<file path="src/rtl/lcd_frame_writer.sv">
// LCD pixel-stream receiver: raster tracking, BGP palette mapping and framebuffer writes.
// Build option FB_DOUBLE_BUFFER_EN enables bank swapping on each good frame.
module lcd_frame_writer #(
    parameter int H_PIXELS = 160,
    parameter int V_LINES  = 144
) (
    input  logic        clk,
    input  logic        rst,
    input  logic        lcd_hsync,
    input  logic        lcd_vsync,
    input  logic        lcd_pixel,
    input  logic [1:0]  lcd_color,
    input  logic [7:0]  bgp,
    input  logic        err_clr,
    output logic        fb_we,
    output logic [14:0] fb_addr,
    output logic [1:0]  fb_wdata,
    output logic        fb_bank,
    output logic        disp_bank,
    output logic        frame_done,
    output logic        frame_drop,
    output logic        err_line,
    output logic        err_frame
);

    // state    | meaning
    // S_SYNC   | waiting for the first vsync fall after reset
    // S_LINE   | active line, pixels are written
    // S_HBLANK | horizontal blank, pixels are illegal
    // S_VBLANK | vertical blank, pixels are ignored
    typedef enum logic [1:0] {S_SYNC, S_LINE, S_HBLANK, S_VBLANK} state_t;

    localparam logic [7:0]  H_MAX  = 8'(H_PIXELS);
    localparam logic [7:0]  V_MAX  = 8'(V_LINES);
    localparam logic [8:0]  V_CNT  = 9'(V_LINES);
    localparam logic [14:0] H_STEP = 15'(H_PIXELS);

    state_t      state_q;
    logic        hs_q, vs_q;
    logic [7:0]  x_q, y_q;
    logic [14:0] row_base_q;
    logic        line_bad_q;
    logic        fb_we_q;
    logic [14:0] fb_addr_q;
    logic [1:0]  fb_wdata_q;
    logic        frame_done_q, frame_drop_q;
    logic        err_line_q, err_frame_q;

    logic        hs_rise, hs_fall, vs_rise, vs_fall;
    logic        pix_ok, y_vis;
    logic [7:0]  x_next;
    logic [1:0]  shade;
    logic [8:0]  lines_done;
    logic        frame_end, frame_bad_line, count_ok, frame_good;
    logic        set_err_line, set_err_frame;

    assign hs_rise = lcd_hsync & ~hs_q;
    assign hs_fall = ~lcd_hsync & hs_q;
    assign vs_rise = lcd_vsync & ~vs_q;
    assign vs_fall = ~lcd_vsync & vs_q;

    assign pix_ok = (x_q < H_MAX);
    assign y_vis  = (y_q < V_MAX);
    assign x_next = (lcd_pixel && pix_ok) ? x_q + 8'd1 : x_q;
    assign shade  = bgp[{lcd_color, 1'b0} +: 2];

    // A vsync rise during HBLANK closes a line whose hs_fall never came.
    assign lines_done     = (state_q == S_HBLANK) ? {1'b0, y_q} + 9'd1 : {1'b0, y_q};
    assign frame_end      = vs_rise && (state_q == S_LINE || state_q == S_HBLANK);
    assign frame_bad_line = line_bad_q | ((state_q == S_LINE) && (x_q != 8'd0));
    assign count_ok       = (lines_done == V_CNT);
    assign frame_good     = count_ok & ~frame_bad_line;
    assign set_err_line   = frame_end & frame_bad_line;
    assign set_err_frame  = frame_end & ~count_ok;

`ifdef FB_DOUBLE_BUFFER_EN
    logic fb_bank_q, disp_bank_q;
    assign fb_bank   = fb_bank_q;
    assign disp_bank = disp_bank_q;
`else
    assign fb_bank   = 1'b0;
    assign disp_bank = 1'b0;
`endif

    always_ff @(posedge clk) begin
        if (!rst) begin
            state_q      <= S_SYNC;
            hs_q         <= 1'b0;
            vs_q         <= 1'b0;
            x_q          <= 8'd0;
            y_q          <= 8'd0;
            row_base_q   <= 15'd0;
            line_bad_q   <= 1'b0;
            fb_we_q      <= 1'b0;
            fb_addr_q    <= 15'd0;
            fb_wdata_q   <= 2'd0;
            frame_done_q <= 1'b0;
            frame_drop_q <= 1'b0;
            err_line_q   <= 1'b0;
            err_frame_q  <= 1'b0;
`ifdef FB_DOUBLE_BUFFER_EN
            fb_bank_q    <= 1'b0;
            disp_bank_q  <= 1'b0;
`endif
        end else begin
            hs_q         <= lcd_hsync;
            vs_q         <= lcd_vsync;
            fb_we_q      <= 1'b0;
            frame_done_q <= 1'b0;
            frame_drop_q <= 1'b0;
            err_line_q   <= set_err_line  | (err_line_q  & ~err_clr);
            err_frame_q  <= set_err_frame | (err_frame_q & ~err_clr);

            if (frame_end) begin
                state_q      <= S_VBLANK;
                frame_done_q <= frame_good;
                frame_drop_q <= ~frame_good;
`ifdef FB_DOUBLE_BUFFER_EN
                if (frame_good) begin
                    disp_bank_q <= fb_bank_q;
                    fb_bank_q   <= ~fb_bank_q;
                end
`endif
            end else begin
                case (state_q)
                    S_SYNC, S_VBLANK: begin
                        if (vs_fall) begin
                            state_q    <= S_LINE;
                            x_q        <= 8'd0;
                            y_q        <= 8'd0;
                            row_base_q <= 15'd0;
                            line_bad_q <= 1'b0;
                        end
                    end
                    S_LINE: begin
                        if (lcd_pixel) begin
                            if (pix_ok) begin
                                x_q <= x_next;
                                if (y_vis) begin
                                    fb_we_q    <= 1'b1;
                                    fb_addr_q  <= row_base_q + {7'd0, x_q};
                                    fb_wdata_q <= shade;
                                end
                            end else begin
                                line_bad_q <= 1'b1;
                            end
                        end
                        if (hs_rise) begin
                            state_q <= S_HBLANK;
                            if (x_next != H_MAX) line_bad_q <= 1'b1;
                        end
                    end
                    S_HBLANK: begin
                        if (lcd_pixel) line_bad_q <= 1'b1;
                        if (hs_fall) begin
                            state_q <= S_LINE;
                            x_q     <= 8'd0;
                            if (y_q != 8'hFF) y_q <= y_q + 8'd1;
                            if (y_q >= V_MAX) line_bad_q <= 1'b1;
                            if (y_vis) row_base_q <= row_base_q + H_STEP;
                        end
                    end
                    default: state_q <= S_SYNC;
                endcase
            end
        end
    end

    assign fb_we      = fb_we_q;
    assign fb_addr    = fb_addr_q;
    assign fb_wdata   = fb_wdata_q;
    assign frame_done = frame_done_q;
    assign frame_drop = frame_drop_q;
    assign err_line   = err_line_q;
    assign err_frame  = err_frame_q;

endmodule

</file>
<file path="config.mk">
export PLATFORM = sky130hd
export DESIGN_NAME = lcd_frame_writer
export DESIGN_NICKNAME = d
export VERILOG_FILES = /design/src/rtl/lcd_frame_writer.sv
export SDC_FILE = /design/constraint.sdc
export NUM_CORES = 1
export LEC_CHECK = 0
export ABC_AREA = 1
export BUFFER_PORTS_ARGS = -buffer_cell sky130_fd_sc_hd__buf_2
export CORE_MARGIN = 2
export CORE_UTILIZATION = 45
export CTS_CLUSTER_SIZE = 40
export DETAILED_ROUTE_END_ITERATION = 16
export GPL_TIMING_DRIVEN = 0
export PLACE_DENSITY_LB_ADDON = 0.2
export RECOVER_POWER = 25
export SYNTH_ARGS = -nofsm -noshare
export SYNTH_HDL_FRONTEND = slang
export SYNTH_SLANG_ARGS = --single-unit
export TNS_END_PERCENT = 50
</file>
<file path="constraint.sdc">
create_clock -name clk -period 1.7 [get_ports clk]
set_input_delay 0.255 -clock clk [delete_from_list [all_inputs] [get_ports clk]]
set_output_delay 0.255 -clock clk [all_outputs]
set_load 0.005 [all_outputs]
</file>
== Yosys cells after proc, flatten, opt, wreduce, memory -nomap -nowiden ==
Index checks and enable logic that the tools add are counted.

* Word-level logic and storage cells: 108
* Bits in registers: 58
* Bits of input ports: 16
* Output and inout port bits: 24

* Equal/unequal tests: 15
* Reductions and logical operators: 16
* Shift operators: 1
* $lt $le $gt $ge: 3
* Multiplexer cells: 29
* Add/sub/neg operators: 5
* Bitwise logic cells: 25

{| class="wikitable"
|+ Operators by type and width
! operator !! count
|-
| $mux 8 || 7
|-
| $mux 15 || 3
|-
| $pmux 15 s2 || 1
|-
| $pmux 8 s3 || 1
|-
| $reduce_and 5->1 || 4
|-
| $add 8x1->8 const B || 2
|-
| $lt 8x8->1 const B || 2
|-
| $ne 8x8->1 const B || 2
|-
| $pmux 8 s2 || 1
|-
| $add 15x8->15 || 1
|-
| $add 15x8->15 const B || 1
|-
| $not 1->1 || 13
|-
| $ne 2x2->1 const B || 5
|-
| $add 8x1->9 const B || 1
|-
| $and 1x1->1 || 9
|-
| $eq 9x8->1 const B || 1
|-
| $mux 1 || 9
|-
| $mux 9 || 1
|-
| $ne 3x3->1 const B || 3
|-
| $ge 8x8->1 const B || 1
|-
| $mux 2 || 4
|-
| $reduce_bool 8->1 || 1
|-
| $shiftx 8x4->2 || 1
|-
| $pmux 2 s3 || 1
|-
| 13 further kinds || 19
|}

== Longest topological paths before layout ==
Gate-level depths: netlist of the first run.

* Depth in word-level cells: 7
* Depth in mapped cells: 15
* Depth with buffers taken out: 15

== Worst setup path after synthesis of the first run ==
Ideal clock, no wire load.

* Path kind: flip-flop to flip-flop
* Start: reg state_q[0]
* End: reg row_base_q[14]
* Stages on the path, launching flop included: 14
* Clock period less this slack: 1786 ps
* Library setup time: 115 ps
* Required time: 1585 ps
* Data arrival time: 1671 ps
* Path slack: -86 ps
* Cells stage by stage: dfxtp_1 > inv_1 > ha_1 > inv_2 > nand2_2 > nand4_4 > a21oi_2 > nand2_2 > nor2_2 > nand2_2 > nor3_4 > nand3_1 > nand2_1 > nor2_1

* Word-level cells in the longest chain between the ends: 5
* Elaborated cells on any way between the ends: 14
* Those cells by class: eq/ne: 6; mux: 1; bitwise: 1; reduce/logical: 6

{| class="wikitable"
|+ RTL lines
! item !! RTL line !! source
|-
| from (decl) || 38 || <nowiki>state_t state_q;</nowiki>
|-
| from (signal assigned) || 87 || <nowiki>state_q <= S_SYNC;</nowiki>
|-
| from (signal assigned) || 115 || <nowiki>state_q <= S_VBLANK;</nowiki>
|-
| from (signal assigned) || 128 || <nowiki>state_q <= S_LINE;</nowiki>
|-
| parallel branches: the longest is 5 deep, another holds $reduce_and 5->1 || n/a ||
|-
| to (signal assigned) || 160 || <nowiki>if (y_vis) row_base_q <= row_base_q + H_STEP;</nowiki>
|-
| to (decl) || 41 || <nowiki>logic [14:0] row_base_q;</nowiki>
|}

Parallel ways; which one is timed is not known.
A chain may end at the register's enable or synchronous reset.

== Worst setup path in the final report of the first run ==
* Start: reg x_q[6]
* End: reg fb_addr_q[13] (netlist: fb_addr[13])

* Word-level cells in the longest chain between the ends: 2
* Elaborated cells on any way between the ends: 3
* Those cells by class: add/sub: 1; order compare: 1; reduce/logical: 1

{| class="wikitable"
|+ RTL lines
! item !! RTL line !! source
|-
| from (decl) || 40 || <nowiki>logic [7:0] x_q, y_q;</nowiki>
|-
| from (signal assigned) || 138 || <nowiki>x_q <= x_next;</nowiki>
|-
| $lt 8x8->1 || 62 || <nowiki>assign pix_ok = (x_q < H_MAX);</nowiki>
|-
| $reduce_and 5->1 (no source line) || n/a ||
|-
| to (signal assigned) || 141 || <nowiki>fb_addr_q <= row_base_q + {7'd0, x_q};</nowiki>
|-
| to (decl) || 44 || <nowiki>logic [14:0] fb_addr_q;</nowiki>
|}

Parallel ways exist; a longest one is shown, timed or not.

==> results of run 1 <==
==> final cells by class <==
cell class                      instances  area (um2)
Timing Repair Buffer                   82         552
Timing Repair inverter                  1        5.00
Sequential cell                        53        1090
Multi-Input combinational cell        291        1840
Fill cell                             511        2040
Tap cell                               75        93.8
Clock buffer                            5        68.8
Inverter                               54         215
Clock inverter                          3        17.5
Buffer                                 10        71.3
==> state kept, by name, indices dropped and copies added, names as in the netlist, 2 cells and up <==
name        flops
y_q             8
x_q             8
state_q         2
row_base_q     10
fb_addr        15
fb_wdata        2
==> worst max-delay path by stage <==
stage                   to           from  slack [ns]  cells after the start
2_1_floorplan  fb_addr[13]         x_q[6]       -0.02                     10
3_3_place_gp   fb_wdata[0]     state_q[0]       -0.26                      9
3_5_place_dp   fb_wdata[0]     state_q[0]       -0.31                      9
4_1_cts             y_q[6]     state_q[0]       -0.07                     10
5_1_grt        fb_addr[13]  row_base_q[6]       -0.25                     10
6_report       fb_addr[13]         x_q[6]       -0.11                     10
==> tightest hold or removal path, stage by stage <==
cell	delay, ns
buf_2	0.09
nand2_1	0.04
inv_1	0.04
==> power groups by stage <==
| stage | sequential (uW) | clock (uW) | combinational (uW) |
|---|---|---|---|
| floorplan | 1640 | 0 | 991 |
| global placement | 1660 | 0 | 1350 |
| detailed placement | 1660 | 0 | 1370 |
| CTS | 1650 | 730 | 1540 |
| global route | 1680 | 778 | 2310 |
| finish | 1660 | 714 | 2100 |
==> cell families (layout without fill, tap and decap cells) <==
logic type	Yosys count	count (layout)	share of synthesized area [%]
adder cells (fa/ha/maj)	11	11	4.88
AND/OR/NAND/NOR	184	184	29.5
flip-flops	53	53	37.6
buffers and inverters	64	155	8.87
AO/OA/AOI/OAI	83	83	15.6
XOR/XNOR	11	11	3.41
other	1	2	0.133
==> metrics by stage <==
| step | total power (uW) | hold WS (ns) | instances | setup TNS (ns) | util (%) |
|---|---|---|---|---|---|
| 2_1_floorplan | 2630 | 0.348 | 408 | -0.0363 | - |
| 3_3_place_gp | 3010 | 0.451 | 520 | -5.60 | 52.6 |
| 3_5_place_dp | 3030 | 0.464 | 520 | -6.54 | 52.6 |
| 4_1_cts | 3920 | 0.144 | 551 | -0.945 | 58.7 |
| 5_1_grt | 4770 | 0.160 | 574 | -3.79 | 66.0 |
| 6_report | 4470 | 0.146 | 574 | -0.805 | 66.0 |
==> timing repair <==
action	CTS	global route
setup buffers	23	22
setup endpoints to repair	42	46
pin swaps	18	24
cloned	0	2
resized for setup	37	78
==> routing by layer <==
metal	GRT usage [%]	up-vias
met5	0	-
met4	5.37	0
met3	4.08	14
met2	33.4	89
met1	28.5	1363
li1	-	1502
==> placed cells by master, fill, tap and decap left out, types with 7 or more instances in the layout <==
master and instances:
nor2_4 7, a21oi_1 26, a21oi_2 10, o21ai_0 27, inv_2 7, buf_2 31, inv_1 43, dfxtp_1 42
nand2_2 13, xor2_1 10, clkbuf_1 10, nor2_1 32, nand2_1 75, buf_4 42, nand3_1 17, nor2_2 8
==> metrics, run 1 <==
Final ANT Viol Nets 0; H-tree depth 2; Sw Share 39.5%; wire length on met3 421 um; Post-synth ARST share 0%; reg2reg start x_q[6]; crit end category flip-flop; Crit-path slowest cell dfxtp_4; Area growth syn-to-layout 40.0%; WL met2 3770 um; Max rail drop VDD 0.781 mV; FF-to-FF End fb_addr[13]; Skew-Pair Late Insertion Delay 0.31 ns; slew margin rel. 53.9%; drt total wl 7860 um; number of synthesized flops with an enable pin 0; combinational share of power 46.9%; sequential area share after synthesis 37.6%; via count 2968; Top Layer Used met4; crit path cell chain ha_4 -> a21oi_2 -> o21bai_1 -> nand2_1 -> nor2_2 -> nand2_2 -> nor2_4 -> nand2_2 -> xor2_1 -> a21oi_1; WS Path Type reg2reg; internal power 2700 uW; vias in the first global route 2600; largest area contributor in the netlist dfxtp_1; CTS buffer count 5; Cell Pwr Density 1130 nW/um2; R2R depth 10; Final period util 106%; slowest stage delay, CP 0.37 ns; CP Max Fanout 4; WL met1 3540 um; Mapped Cells 407; Avg Cell Area, Syn 6.94 um2; Max Freq 553 MHz; final instance area 3950 um2; maxcap violations 0; top cells by instance count after synthesis nand2_1, dfxtp_1, inv_1; Initial Util 47.1%; DRT iter0 DRCs 147; Hold Path End vs_q; Total GRT Usage 20.8%; Inserted Diodes 0; Place WS -0.313 ns; core outline area 5990 um2; CP dominant cell by count nand2_2; global-route wire length before repair 12000 um; Arr. time, crit path 2.02 ns; final net count 525; Die Wd 83.2 um; # setup viols final 13; violated checks negative setup slack; port bufs 37; hpwl dp 5000 um; largest net degree at the start of global routing 17; ys flop type dfxtp_1; Placed Instance Area 3150 um2; Hold Buf Count CTS 0; Synth area leaders dfxtp_1, nand2_1, inv_1; share of layout cells above drive strength 1 36.3%; root buf cell clkbuf_8; Fin. Hold Viols 0; hold path startpoint lcd_vsync; synthesized flop and latch total 53; Cell Rows 28; Slew Limit Fails 0; power share of the clock group 16.0%; die area 6920 um2; Buffers & Inverters on Critical Path 0; CTS tree built; Vias/cell 5.17; final worst path period need 1.81 ns; status finished, violations left; CP delay by family, top simple AND/OR/NAND/NOR gates; Worst Skew 0.00833 ns; # clock sinks 53; Post-Syn Area 2820 um2; flop2flop setup slack -0.11 ns; Synth top area share 37.6%; grt total ovfl 0; Remaining DRCs 0; CP Launch Type flip-flop; P_leak 0.00170 uW; RSZ-0062 raised after global routing true; die height 83.2 um; Worst EP required 1.91 ns; Final WS setup -0.109 ns; drt wl/cell 13.7 um; Switch Pwr 1760 uW; routability-driven placement congestion ratio 0.926; Seq pwr share 37.1%; number of antenna violations at the first check in global routing 0; hold depth 3; 1st-pass router iterations 5; clock-pin slew on the worst setup and hold paths 0.10 ns; Ys Warns 0; CTS Buffer Depth 2; most frequent cell after synthesis nand2_1; Worst Hold Class in2reg; measured slew at the worst slew-check pin 0.691 ns; I/O Pins 40; Distinct cells, synth 35
(Power assumes the default switching activity.)
==> inputs of run 2 (changes only) <==
Settings changed: SETUP_SLACK_MARGIN set to 0.15.
==> run 2 against run 1 <==
The flow still finishes with violations (negative setup slack); largest power group unchanged; combinational power up 8%; critical path type unchanged; critical path depth is 3 higher; setup slack got worse by 0.031 ns; critical endpoint is now row_base_q[14]; global-route usage rose by 1.1 points; core utilization grew 1.2 points; via count increased by 0.37%; sequential share of layout area down 0.64 points.
==> metrics, run 2 (synthesis results as in run 1) <==
Hold Path End vs_q; 1st-pass router iterations 5 (unchanged); slew margin rel. 58.3% (+4.4 points); die area 6920 um2 (unchanged); FF+latch area 1080 um2 (-0.57%); Final WS setup -0.141 ns (-0.0314 ns); DRT iter0 DRCs 116 (-21%); CTS tree built; GR peak layer met2; Die Wd 83.2 um (unchanged); CP Max Fanout 4 (unchanged); number of antenna violations at the first check in global routing 0 (unchanged); Slew Limit Fails 0 (unchanged); fill count 500 (-2.2%); clock-pin slew on the worst setup and hold paths 0.10 ns (about the same); Sum Neg Setup Slack -0.776 ns (+0.0296 ns); Crit-path slowest cell dfxtp_2; RSZ-0062 raised after global routing true; Hold Buf Count CTS 0 (unchanged); R2R depth 13 (+3); hold path startpoint lcd_vsync; crit path cell chain inv_2 -> ha_4 -> inv_4 -> nand2_4 -> nand4_4 -> a21oi_4 -> nand2_2 -> nor2_4 -> nand2_4 -> nor3_4 -> nand3_1 -> nand2_1 -> nor2_1; multi-input combinational cell area 1870 um2 (+1.5%); Final ANT Viol Nets 0 (unchanged); drt total wl 7670 um (-2.4%); Worst EP required 1.92 ns (about the same); violated checks negative setup slack; # clock sinks 53 (unchanged); commonest non-fill, non-tap cell in the layout nand2_1; slowest stage delay, CP 0.34 ns (-0.03 ns); crit end category flip-flop; maxcap violations 0 (unchanged); Total GRT Usage 21.9% (+1.1 points); status finished, violations left; max FFs per register 15 (unchanged); final worst path period need 1.84 ns (+0.0314 ns); met2 usage 36.0% (+2.6 points); Fin. Hold Viols 0 (unchanged); CTS Buffer Depth 2 (unchanged); P_leak 0.00171 uW (+0.71%); Inserted Diodes 0 (unchanged); vias in the first global route 2800 (+7.7%); hpwl dp 4970 um (-0.59%); CTS buffer count 5 (unchanged); hold depth 3 (unchanged); placed cells 520 (unchanged); # setup viols final 14 (+1); CP Launch Type flip-flop; Area growth syn-to-layout 42.6%; WS Path Type reg2reg; die height 83.2 um (unchanged); Max rail drop VDD 0.704 mV (-9.9%); root buf cell clkbuf_8; final net count 525 (unchanged); CP dominant cell by count nand2_4; Arr. time, crit path 2.06 ns (+0.04 ns); grt total ovfl 0 (unchanged); Vias/cell 5.19 (+0.37%); FF-to-FF End row_base_q[14]; final std cells w/o fill 574 (unchanged); Remaining DRCs 0 (unchanged); Cell Rows 28 (unchanged); core outline area 5990 um2 (unchanged); M1 GR Usage 27.7% (-0.85 points); Worst Hold Class in2reg; via count 2979 (+0.37%); Final period util 108% (+1.8 points); I/O Pins 40 (unchanged); Worst Skew 0.0106 ns (+0.00227 ns); H-tree depth 2 (unchanged); drt wl/cell 13.4 um (-2.4%); port bufs 37 (unchanged); flop2flop setup slack -0.14 ns (-0.03 ns); measured slew at the worst slew-check pin 0.626 ns (-0.0655 ns); most frequent cells in the layout nand2_1, inv_1, dfxtp_1, buf_4, buf_2; share of layout cells above drive strength 1 37.7% (+1.4 points); Power Total 4660 uW (+4.4%); Skew-Pair Late Insertion Delay 0.31 ns (about the same); largest net degree at the start of global routing 18 (+1); global-route wire length before repair 12600 um (+5.5%); Initial Util 47.1% (unchanged); routability-driven placement congestion ratio 0.868 (-6.3%); routing usage on met3 4.37% (+0.30 points); reg2reg start state_q[0]; Cell Pwr Density 1160 nW/um2 (+2.5%); Max Freq 543 MHz (-1.7%)
[run 2: cell count changes in the layout (fill, tap and decap cells not counted), moves of 2 or more]
| cell | change |
|---|---|
| buf_4 | -3 |
| clkinv_2 | -2 |
| nand3_2 | -2 |
| buf_12 | +2 |
| dfxtp_4 | -2 |
| clkbuf_1 | -2 |
| buf_2 | +2 |
| o21ai_1 | -4 |
| nand3_1 | +2 |
| o21ai_2 | +9 |
| o21ai_4 | +2 |
| o21ai_0 | -7 |
| nand2_2 | -2 |
[run 2: area by class of cell]
type / count / share of cell area, %
Buffer: 10 / 2.43
Clock buffer: 5 / 1.71
Clock inverter: 3 / 0.529
Inverter: 54 / 5.29
Multi-Input combinational cell: 291 / 46.4
Sequential cell: 53 / 26.9
Tap cell: 75 / 2.33
Timing Repair Buffer: 82 / 14.2
Timing Repair inverter: 1 / 0.187
[run 2: report_power, final]
group | leakage, uW | internal (uW) | switching (uW)
clock network | 0.0000445 | 293 | 441
registers | 0.000436 | 1460 | 196
logic | 0.00123 | 1080 | 1190
total | 0.00171 | 2830 | 1830
[run 2: routing by layer]
layer	wire length, um	up-vias
li1	-	1508
met1	3410	1364
met2	3670	93
met3	416	14
met4	171	0
met5	0	-
[run 2: timing repair]
item,CTS,global route
gates cloned,4,0
gates resized for setup,92,35
setup buffers,27,15
hold endpoints to repair,0,0
pin swaps,25,17
endpoints found under the setup margin,49,50
[run 2: metrics by stage]
| step | hold slack (ns) | util, % | cell area (um2) | setup WS (ns) |
|---|---|---|---|---|
| global route | 0.149 | 67.2 | 4020 | -0.283 |
| finish | 0.136 | 67.2 | 4020 | -0.141 |
| detailed placement | 0.457 | 52.7 | 3160 | -0.250 |
| floorplan | 0.348 | - | 2880 | -0.0149 |
| CTS | 0.130 | 62.9 | 3770 | -0.0753 |
| global placement | 0.456 | 52.7 | 3160 | -0.251 |
[run 2: worst max-delay path by stage]
stage | from | to | cells past startpoint
after global routing | state_q[0] | row_base_q[14] | 13
after CTS | state_q[0] | row_base_q[14] | 13
final | state_q[0] | row_base_q[14] | 13
after detailed placement | row_base_q[5] | fb_addr[13] | 10
after global placement | x_q[5] | fb_addr[13] | 10
after floorplan | state_q[0] | row_base_q[14] | 13
[run 2: critical path: cells and delay by family, from the launching register on]
kind / cells / cell delay [ns]
simple gates: 9 / 0.83
flops: 1 / 0.34
fa+ha+maj: 1 / 0.29
compound gates: 1 / 0.18
buf+inv: 2 / 0.09
==> inputs of run 3 (changes only) <==
Settings changed: ABC_AREA 1 to unset.
==> run 3 against run 2 <==
The flow still finishes with violations (negative setup slack); sequential cell count is the same; sequential power shrank 16%; fmax shrank 1.8%; count of clock-buffer cells in the layout grew 1; register-to-register slack lost 0.03 ns; via count shrank 1.2%; core utilization shrank 4.4 points; combinational power shrank 35%; worst hold slack gained 0.074 ns; power shrank 22%; synthesized cell count shrank 12%; routed wire length grew 6.4%.
==> metrics, run 3 <==
P_leak 0.00153 uW (-10%); Cell Pwr Density 905 nW/um2 (-22%); complex-gate fraction of the synthesized area 21.7% (+6.1 points); CTS Buffer Depth 2 (unchanged); flop2flop setup slack -0.17 ns (-0.03 ns); crit end category flip-flop; sequential area share after synthesis 35.6% (-2.0 points); Distinct cells, synth 59 (+69%); mux contribution to synthesized area 4.87% (+4.9 points); largest net degree at the start of global routing 17 (-1); Post-Synth XOR/XNOR Area 5.58% (+2.2 points); most frequent cell after synthesis dfxtp_1; share of layout cells above drive strength 1 33.3% (-4.3 points); routability-driven placement congestion ratio 0.886 (+2.2%); global-route wire length before repair 13200 um (+4.2%); number of antenna violations at the first check in global routing 0 (unchanged); RSZ-0062 raised after global routing true; Final WS setup -0.174 ns (-0.0331 ns); CTS buffer count 5 (unchanged); Ys Warns 0 (unchanged); Vias/cell 5.81 (+12%); final net count 455 (-13%); R2R depth 8 (-5); clock-pin slew on the worst setup and hold paths 0.10 ns (about the same); final instance area 4010 um2 (-0.44%); Synth top area share 35.6% (-2.0 points); Worst Skew 0.00779 ns (-0.00281 ns); CTS tree built; Final period util 110% (+1.9 points); Total GRT Usage 22.0% (+0.18 points); CP startpoint state_q[0]; slew margin rel. 54.2% (-4.0 points); Avg Cell Area, Syn 8.31 um2 (+20%); drt total wl 8160 um (+6.4%); Hold Path End err_frame; simple-gate share of the synthesized area 22.3% (-7.2 points); Post-synth ARST share 0% (unchanged); Area growth syn-to-layout 34.4%; Place WS -0.418 ns (-0.168 ns); commonest non-fill, non-tap cell in the layout dfxtp_1; via count 2942 (-1.2%); Initial Util 46.7% (-0.43 points); die height 85.4 um (+2.6%); vias in the first global route 2814 (+0.50%); DRT iter0 DRCs 183 (+58%); Arr. time, crit path 2.11 ns (+0.05 ns); H-tree depth 2 (unchanged); port bufs 37 (unchanged); number of synthesized flops with an enable pin 0 (unchanged); grt total ovfl 0 (unchanged); CP Max Fanout 9 (+5); 1st-pass router iterations 4 (-1); # clock sinks 53 (unchanged); Max rail drop VDD 0.576 mV (-18%); Synth area leaders dfxtp_1, nor2_1, ha_1; most frequent cells in the layout dfxtp_1, nor2_1, buf_2, a21oi_1, buf_4; synthesized flop and latch total 53 (unchanged); Worst EP required 1.94 ns (+0.02 ns); # setup viols final 47 (+33); Cell Rows 29 (+3.6%); ys flop type dfxtp_1; Final ANT Viol Nets 0 (unchanged); Fin. Hold Viols 0 (unchanged); hold path startpoint err_clr; drt wl/cell 16.1 um (+21%); die area 7290 um2 (+5.4%); top cells by instance count after synthesis dfxtp_1, nor2_1, a21oi_1, o21ai_0, nand2_1; final worst path period need 1.87 ns (+0.0331 ns); Hold Buf Count CTS 0 (unchanged); Mapped Cells 359 (-12%); I/O Pins 40 (unchanged); root buf cell clkbuf_8; Die Wd 85.4 um (+2.6%); Inserted Diodes 0 (unchanged); Worst Hold Class in2reg; CP Launch Type flip-flop; Skew-Pair Late Insertion Delay 0.30 ns (about the same); Placed Instance Area 3340 um2 (+5.9%); measured slew at the worst slew-check pin 0.686 ns (+0.0603 ns); FF-to-FF End y_q[4]; status finished, violations left; Sum Neg Setup Slack -4.35 ns (-3.58 ns); maxcap violations 0 (unchanged); reg2reg start state_q[0]; max FFs per register 15 (unchanged); hpwl dp 5250 um (+5.7%); adder-cell share of the synthesized area 4.62% (-0.26 points); Max Freq 534 MHz (-1.8%); largest area contributor in the netlist dfxtp_1; largest family of logic cells by synthesized area simple AND/OR/NAND/NOR gates; Post-Syn Area 2980 um2 (+5.6%); Remaining DRCs 0 (unchanged); fill count 565 (+13%); core outline area 6390 um2 (+6.6%); violated checks negative setup slack; WS Path Type reg2reg; hold depth 4 (+1); Slew Limit Fails 0 (unchanged)
run 3: cell count changes in the layout (fill, tap and decap cells not counted), moves of 10 or more:
cell / change
nand2_1: -59
xnor2_1: +10
buf_4: -20
nand2_2: -10
inv_1: -34
mux2i_1: +10
run 3: final cells by class:
type                            instances  area (um2)  share of cell area [%]
Sequential cell                        53        1080                    26.9
Clock buffer                            6        82.6                    2.06
Multi-Input combinational cell        270        2100                    52.4
Inverter                               13        51.3                    1.28
Clock inverter                          2        13.8                   0.344
Timing Repair Buffer                   61         420                    10.5
Tap cell                               77        96.3                    2.40
Buffer                                 24         168                    4.18
run 3: how the worst max path moves through the flow:
stage                          end  slack, ns  cells after the start
global route                y_q[3]      -0.28                      9
global placement    row_base_q[12]      -0.35                      7
floorplan           row_base_q[12]      -0.18                      7
finish                      y_q[4]      -0.17                      8
detailed placement          y_q[3]      -0.42                      8
CTS                         y_q[4]      -0.18                      8
run 3: power by group:
part / switching [uW] / total (uW) / internal, uW
logic: 798 / 1480 / 678
registers: 61.1 / 1400 / 1340
clock network: 421 / 753 / 331
total: 1280 / 3630 / 2340
run 3: cell families (layout without fill, tap and decap cells):
group | after synthesis | count (layout)
AO/OA/AOI/OAI | 97 | 97
XOR/XNOR | 19 | 19
adder cells (fa/ha/maj) | 11 | 11
buffers and inverters | 37 | 106
flip-flops | 53 | 53
multiplexers | 12 | 12
other | 1 | 2
AND/OR/NAND/NOR | 129 | 129
run 3: worst max-delay path: stages (launching register included):
cell and delay, ns:
dfxtp_2 0.35, inv_2 0.05, ha_4 0.18, buf_12 0.13, buf_4 0.13, and4_1 0.16
buf_4 0.17, or4_4 0.49, a21oi_2 0.14
run 3: stage by stage:
step                hold slack, ns  total power [uW]  utilization, %  instances
floorplan                    0.377              2120               -        360
global placement             0.437              2370            52.3        474
detailed placement           0.438              2380            52.3        474
CTS                          0.217              3320            58.4        498
global route                 0.217              3830            62.7        506
finish                       0.210              3630            62.7        506
run 3: routing by layer:
metal / routed length, um / global-route usage [%] / vias to the layer above
met4: 112 / 6.93 / 0
met2: 3950 / 36.4 / 85
met5: 0 / 0 / -
met3: 360 / 4.67 / 14
li1: - / - / 1440
met1: 3740 / 28.7 / 1403
run 3: repair_timing:
action                     4_1_cts  5_1_grt
setup endpoints to repair       49       50
cloned                           1        0
resized for setup               46       50
buffers inserted                15        8
pin swaps                       17       16
